==> src/rtl/inst_loader_pkg.sv <==
// -----------------------------------------------------------------------------
// inst_loader_pkg
//   Shared constants for the boot-time instruction loader: FSM state encoding
//   and default frame/image parameters.
// -----------------------------------------------------------------------------
package inst_loader_pkg;

    // FSM state encoding. Kept as plain constants so older tools and checkers
    // can compare against fixed codes.
    localparam logic [2:0] ST_IDLE  = 3'd0;
    localparam logic [2:0] ST_LEN_L = 3'd1;
    localparam logic [2:0] ST_LEN_H = 3'd2;
    localparam logic [2:0] ST_DATA  = 3'd3;
    localparam logic [2:0] ST_CSUM  = 3'd4;
    localparam logic [2:0] ST_DONE  = 3'd5;
    localparam logic [2:0] ST_ERR   = 3'd6;

    localparam logic [7:0]  SYNC_BYTE_DEFAULT = 8'hA5;
    localparam int unsigned MAX_WORDS_DEFAULT = 1024;

endpackage

==> src/rtl/inst_loader_byte_packer.sv <==
// -----------------------------------------------------------------------------
// inst_loader_byte_packer
//   Packs four bytes into one little-endian 32-bit word.
//   Ports:
//     clk, rst_n   clock / asynchronous active-low reset
//     clear        return to byte 0 (frame start)
//     byte_valid   byte_data is accepted this cycle
//     byte_data    incoming byte, byte index b fills bits [8b+7:8b]
//     last_byte    the next accepted byte completes a word
//     word_valid   one-cycle pulse in the cycle after the 4th byte
//     word         last completed word; held until the next word completes
// -----------------------------------------------------------------------------
module inst_loader_byte_packer (
    input  logic        clk,
    input  logic        rst_n,
    input  logic        clear,
    input  logic        byte_valid,
    input  logic [7:0]  byte_data,
    output logic        last_byte,
    output logic        word_valid,
    output logic [31:0] word
);

    logic [1:0]  byte_idx;
    logic [23:0] low_q;     // bytes 0..2 of the word being assembled

    assign last_byte = (byte_idx == 2'd3);

    always_ff @(posedge clk or negedge rst_n) begin
        if (!rst_n) begin
            byte_idx   <= 2'd0;
            low_q      <= 24'd0;
            word       <= 32'd0;
            word_valid <= 1'b0;
        end else begin
            word_valid <= 1'b0;
            if (clear) begin
                byte_idx <= 2'd0;
            end else if (byte_valid) begin
                case (byte_idx)
                    2'd0: low_q[7:0]   <= byte_data;
                    2'd1: low_q[15:8]  <= byte_data;
                    2'd2: low_q[23:16] <= byte_data;
                    default: begin
                        // Word register only changes on completion so the
                        // memory write data stays stable between strobes.
                        word       <= {byte_data, low_q};
                        word_valid <= 1'b1;
                    end
                endcase
                byte_idx <= byte_idx + 2'd1;
            end
        end
    end

endmodule

==> src/rtl/inst_loader.sv <==
// -----------------------------------------------------------------------------
// inst_loader
//   Boot-time program loader. Parses frames of the form
//     SYNC, LEN_L, LEN_H, LEN*4 data bytes (little-endian words), CSUM
//   writes each word to instruction memory with a one-cycle strobe and keeps
//   the core in reset until a frame with a matching checksum completes.
//   Ports:
//     clk, rst_n      clock / asynchronous active-low reset
//     rx_data/valid   byte stream in; transfer when rx_valid && rx_ready
//     rx_ready        low only during the single DONE cycle
//     inst_addr_load  write address (ADDR_BASE + 4*word index)
//     inst_load       write data
//     load_en         one-cycle write strobe
//     cpu_rst_n       core reset, released the cycle after DONE
//     busy            frame in progress (LEN_L, LEN_H, DATA, CSUM)
//     done / err      sticky frame outcome, cleared by the next sync
//     words_loaded    words written in the current or last frame
//
//   Handshake: a byte moves exactly on a rising edge where rx_valid and
//   rx_ready are both high; rx_ready does not depend on rx_valid.
// -----------------------------------------------------------------------------
module inst_loader
    import inst_loader_pkg::*;
#(
    parameter logic [31:0]  ADDR_BASE = 32'h0000_0000,
    parameter int unsigned  MAX_WORDS = MAX_WORDS_DEFAULT,
    parameter logic [7:0]   SYNC_BYTE = SYNC_BYTE_DEFAULT
) (
    input  logic        clk,
    input  logic        rst_n,
    input  logic [7:0]  rx_data,
    input  logic        rx_valid,
    output logic        rx_ready,
    output logic [31:0] inst_addr_load,
    output logic [31:0] inst_load,
    output logic        load_en,
    output logic        cpu_rst_n,
    output logic        busy,
    output logic        done,
    output logic        err,
    output logic [15:0] words_loaded
);

    logic [2:0]  state;
    logic [15:0] len_q;
    logic [7:0]  csum_q;

    logic        accept;
    logic        is_sync;
    logic        sync_hit;
    logic        data_accept;
    logic        last_byte;
    logic [15:0] len_full;

    assign rx_ready    = (state != ST_DONE);
    assign busy        = (state == ST_LEN_L) || (state == ST_LEN_H) ||
                         (state == ST_DATA)  || (state == ST_CSUM);
    assign accept      = rx_valid && rx_ready;
    assign is_sync     = (rx_data == SYNC_BYTE);
    // Sync only starts a frame from IDLE or ERR; inside DATA it is payload.
    assign sync_hit    = accept && is_sync &&
                         ((state == ST_IDLE) || (state == ST_ERR));
    assign data_accept = accept && (state == ST_DATA);
    assign len_full    = {rx_data, len_q[7:0]};

    inst_loader_byte_packer u_packer (
        .clk        (clk),
        .rst_n      (rst_n),
        .clear      (sync_hit),
        .byte_valid (data_accept),
        .byte_data  (rx_data),
        .last_byte  (last_byte),
        .word_valid (load_en),
        .word       (inst_load)
    );

    always_ff @(posedge clk or negedge rst_n) begin
        if (!rst_n) begin
            state          <= ST_IDLE;
            len_q          <= 16'd0;
            csum_q         <= 8'd0;
            done           <= 1'b0;
            err            <= 1'b0;
            cpu_rst_n      <= 1'b0;
            words_loaded   <= 16'd0;
            inst_addr_load <= ADDR_BASE;
        end else begin
            case (state)
                ST_IDLE: begin
                    if (accept && is_sync) state <= ST_LEN_L;
                end
                ST_LEN_L: begin
                    if (accept) begin
                        len_q[7:0] <= rx_data;
                        state      <= ST_LEN_H;
                    end
                end
                ST_LEN_H: begin
                    if (accept) begin
                        len_q[15:8] <= rx_data;
                        if ({16'd0, len_full} > MAX_WORDS) begin
                            state <= ST_ERR;
                            err   <= 1'b1;
                        end else if (len_full == 16'd0) begin
                            state <= ST_CSUM;
                        end else begin
                            state <= ST_DATA;
                        end
                    end
                end
                ST_DATA: begin
                    if (accept) begin
                        csum_q <= csum_q + rx_data;
                        if (last_byte) begin
                            // Registered together with the packer strobe, so
                            // the address seen with load_en is the
                            // pre-increment word index.
                            inst_addr_load <= ADDR_BASE + {14'd0, words_loaded, 2'b00};
                            words_loaded   <= words_loaded + 16'd1;
                            if (words_loaded + 16'd1 == len_q) state <= ST_CSUM;
                        end
                    end
                end
                ST_CSUM: begin
                    if (accept) begin
                        if (rx_data == csum_q) begin
                            state <= ST_DONE;
                            done  <= 1'b1;
                        end else begin
                            state <= ST_ERR;
                            err   <= 1'b1;
                        end
                    end
                end
                ST_DONE: begin
                    cpu_rst_n <= 1'b1;
                    state     <= ST_IDLE;
                end
                ST_ERR: begin
                    if (accept && is_sync) state <= ST_LEN_L;
                end
                default: state <= ST_IDLE;
            endcase

            // New frame: forget the previous outcome and hold the core again.
            if (sync_hit) begin
                done         <= 1'b0;
                err          <= 1'b0;
                words_loaded <= 16'd0;
                csum_q       <= 8'd0;
                cpu_rst_n    <= 1'b0;
            end
        end
    end

endmodule
==> config.mk <==
export PLATFORM = sky130hd
export DESIGN_NAME = inst_loader
export DESIGN_NICKNAME = d
export VERILOG_FILES = /design/src/rtl/inst_loader_pkg.sv /design/src/rtl/inst_loader_byte_packer.sv /design/src/rtl/inst_loader.sv
export SDC_FILE = /design/constraint.sdc
export NUM_CORES = 1
export LEC_CHECK = 0
export ABC_AREA = 1
export BUFFER_PORTS_ARGS = -buffer_cell sky130_fd_sc_hd__buf_2
export CAP_MARGIN = 20
export CELL_PAD_IN_SITES_DETAIL_PLACEMENT = 0
export CELL_PAD_IN_SITES_GLOBAL_PLACEMENT = 2
export CORE_ASPECT_RATIO = 1.25
export CORE_MARGIN = 2
export CORE_UTILIZATION = 37
export CTS_BUF_LIST = sky130_fd_sc_hd__clkbuf_8
export CTS_CLUSTER_DIAMETER = 30
export DETAILED_ROUTE_END_ITERATION = 7
export PLACE_DENSITY = 0.95
export SYNTH_ARGS = -nofsm -noshare
export SYNTH_HDL_FRONTEND = slang
export SYNTH_HIERARCHICAL = 1
export SYNTH_SLANG_ARGS = --single-unit
==> constraint.sdc <==
create_clock -name clk -period 5.4 [get_ports clk]
set_input_delay 0.27 -clock clk [delete_from_list [all_inputs] [get_ports clk]]
set_output_delay 0.27 -clock clk [all_outputs]
set_load 0.03 [all_outputs]
==> summary.md <==
| Metric | Value |
|---|---|
| Outcome | finished, final reports clean |
| Clk root buf | clkbuf_8 |
| DR iter-0 viols | 408 |
| Worst slew pin tran | 0.910 ns |
| Max-Cap Viols | 0 |
| Worst slew margin | 39.3% |
| Comb power frac | 39.9% |
| Die width | 121 µm |
| # setup viols final | 0 |
| CP endpoint kind | flip-flop |
| Register area share after synthesis | 47.7% |
| H-tree level count | 4 |
| Antenna cells | 0 |
| Critical Path Fanout Max | 62 |
| Hold-fix buffers, CTS | 1 |
| Worst setup path class | reg -> reg |
| Die H | 150 µm |
| Via count | 5354 |
| Crit path largest cell delay | 0.49 ns |
| Fill cell count | 1744 |
| Clock share of power | 20.8% |
| Final global-route overflow total | 0 |
| Syn-to-layout area delta | 12.5% |
| Syn Inst Count | 782 |
| Flip-flop and latch count after synthesis | 121 |
| Starting Density | 37.8% |
| CTS buffer count | 17 |
| Total GRT Usage | 17.8% |
| Max Slew Vio Count | 0 |
| First-pass GRT wire length | 25.4 mm |
| Num ports | 97 |
| Critical Path Source Type | flip-flop |
| Final hold vios | 0 |
| Fin util | 42.5% |
| Total negative slack | 0 ns |
| Sw Pwr | 1.62 mW |
| # clock sinks | 121 |
| Max Root-Sink Buffers | 2 |
| Remaining antenna violation count | 0 |
| Resize count post-CTS | 0 |
| Pre-CTS WS | 2.45 ns |
| Worst Hold Class | in -> reg |
| Nets | 877 |
| Worst Clk Skew | 0.0106 ns |
| # Post-CTS Setup Buffers | 0 |
| Worst-path cell chain | inv_1, nor2_1, nand2_1, nand2_1, nor4_1, nand2_1, inv_1, inv_4, nand3_4, nand2_1, nand2_1 |
| Layout cell share with drive strength beyond 1 | 15.7% |
| Seq pwr share | 39.3% |
| Most frequent cell on the critical path | nand2_1 |
| Final RePlAce weighted congestion | 0.823 |
| Ys Warns | 6 |
| Worst EP required | 5.74 ns |
| WL final | 15.8 mm |
| Power Dens Cells | 504 mW/mm² |
| Placement row count | 53 |
| DRC violations left | 0 |
| Asr flop ratio synth | 100% |
| Setup ws final | 2.47 ns |
| Netlist cell types | 41 |
| FMAX | 341 MHz |
| Top_reg_cell synth | dfrtp_1 |
| Clk slew on worst S/H paths | 0.08 ns |
| Unrepaired setup endpoints after global routing | no |
| Syn Std Cell Area | 0.00634 mm² |
| DRT Pass-1 Iters | 5 |
| Critical path arrival | 3.27 ns |
| Fin crit period | 2.93 ns |
| DR vias/cell | 4.93 |
| Die area | 0.0182 mm² |
| Number of flops mapped to enable cells by yosys | 0 |
| Net Sw Frac | 44.9% |
| Syn avg cell area | 8.11 µm² |
| Largest net degree at the start of global routing | 70 |
| Worst vdd ir | 179 µV |
| Port-buffer cells | 80 |
| Final Cycle Share | 54.3% |
| Hpwl dp | 10.9 mm |
| Core area | 0.0168 mm² |
| Int Power | 1.98 mW |
| Worst skew pair latency | 0.45 ns |
| Initial antenna violation count | 0 |
| Vias in the first global route | 4984 |
| Wire per inst | 14.5 µm |
| CTS tree | done |
| Slowest CP cell | inv_4 |
| Leak Pwr | 3.88 nW |
cell families after synthesis:
kind of cell               after synthesis  synth area share, %
AOI/OAI and AO/OA                       85                 7.30
xor gates and xnor gates                 8                 1.10
adders and majority gates               14                 2.88
buffers and inverters                  126                 10.0
DFF                                    121                 47.7
other                                    1               0.0591
and+or+nand+nor                        427                 30.9
per-stage QoR:
step	cell area (µm²)	instances	hold slack (ns)	power, mW
floorplan	6400	797	-0.0256	2.49
global placement	6760	1052	0.450	2.86
detailed placement	6760	1052	0.455	2.87
CTS	7140	1085	0.156	3.64
global route	7140	1085	0.158	3.89
finish	7140	1085	0.180	3.60
power by group through the flow:
stage | sequential (mW) | clock [mW] | combinational (mW)
6_report | 1.41 | 0.746 | 1.44
5_1_grt | 1.45 | 0.815 | 1.62
4_1_cts | 1.41 | 0.775 | 1.45
3_5_place_dp | 1.43 | 0 | 1.44
3_3_place_gp | 1.42 | 0 | 1.43
2_1_floorplan | 1.59 | 0 | 0.893
worst paths after layout:
check,slack [ns],from,endpoint,cells past startpoint
worst min register to register,0.47,inst_addr_load[3],inst_addr_load[3],2
max in group asynchronous,3.73,rst_n,u_packer/word[14],3
worst max register to register,2.47,state[0],u_packer/word[14],11
min in group asynchronous,0.47,rst_n,state[0],2
worst min-delay path,0.18,rx_data[3],u_packer/low_q[11],3
worst max-delay path,2.47,state[0],u_packer/word[14],11
synthesized netlist by cell type (3+ instances only):
| cell type | number | area share (%) |
|---|---|---|
| a21oi_1 | 15 | 1.2 |
| a31oi_1 | 5 | 0.49 |
| buf_2 | 18 | 1.4 |
| buf_4 | 18 | 2.1 |
| buf_6 | 8 | 1.4 |
| clkbuf_1 | 3 | 0.18 |
| dfrtp_1 | 121 | 48 |
| ha_1 | 13 | 2.6 |
| inv_1 | 72 | 4.3 |
| inv_2 | 4 | 0.24 |
| nand2_1 | 246 | 15 |
| nand2_2 | 4 | 0.39 |
| nand3_1 | 51 | 4.0 |
| nand3b_1 | 3 | 0.35 |
| nand4_1 | 70 | 6.9 |
| nor2_1 | 33 | 2.0 |
| nor2_2 | 3 | 0.30 |
| nor2_4 | 5 | 0.89 |
| nor3_1 | 6 | 0.47 |
| o21ai_0 | 46 | 3.6 |
| o21ai_1 | 6 | 0.47 |
| o22ai_1 | 4 | 0.39 |
| xor2_1 | 6 | 0.83 |
layout by cell type (no fill, tap or decap), drive strengths merged:
master / synthesis / final
o2111ai: 2 / 2
dlygate4sd3: 0 / 1
o22ai: 4 / 4
conb: 1 / 16
and2: 1 / 1
nand2: 250 / 250
nand3b: 3 / 3
a21oi: 15 / 15
inv: 77 / 80
a21boi: 1 / 1
o311ai: 1 / 1
o21ai: 52 / 52
o21a: 1 / 1
nand3: 53 / 53
clkinvlp: 0 / 4
o211ai: 2 / 2
a31oi: 5 / 5
o21bai: 1 / 1
clkinv: 1 / 6
dfrtp: 121 / 121
nand4: 70 / 70
nor4: 2 / 2
xnor2: 2 / 2
nor3: 6 / 6
fa: 1 / 1
nor2: 42 / 42
xor2: 6 / 6
a22oi: 1 / 1
ha: 13 / 13
buf: 45 / 83
clkbuf: 3 / 20
area by class of cell:
cell class / count / area, µm² / area share, %
inverters: 78 / 295 / 4.14
clock buffers: 20 / 275 / 3.86
clock inverters: 12 / 92.6 / 1.30
flip-flops and latches: 121 / 3030 / 42.4
repair buffers: 84 / 435 / 6.10
well taps: 220 / 275 / 3.86
multi-input cells: 550 / 2740 / 38.3
state kept, by name, indices dropped and copies added, names as in the netlist:
name	count
u_packer/byte_idx	2
done	1
u_packer/word	32
inst_addr_load	16
state	3
u_packer/low_q	24
cpu_rst_n	1
words_loaded	16
csum_q	8
len_q	16
u_packer/word_valid	1
err	1
per-layer routing:
layer  share of wire (%)  global-route usage, %  vias up
met5                   0                      0        -
met1                  46                   23.8     2487
met2                  47                   28.1      134
li1                    -                      -     2706
met4                 2.2                   7.09        0
met3                 4.1                   3.79       27
worst max-delay path, delay by kind of cell, from the launching register on:
kind | cells | cell delay (ns)
buffers and inverters | 3 | 0.78
and+or+nand+nor | 8 | 1.63
DFF | 1 | 0.40
Power figures use the tool's default switching activity.
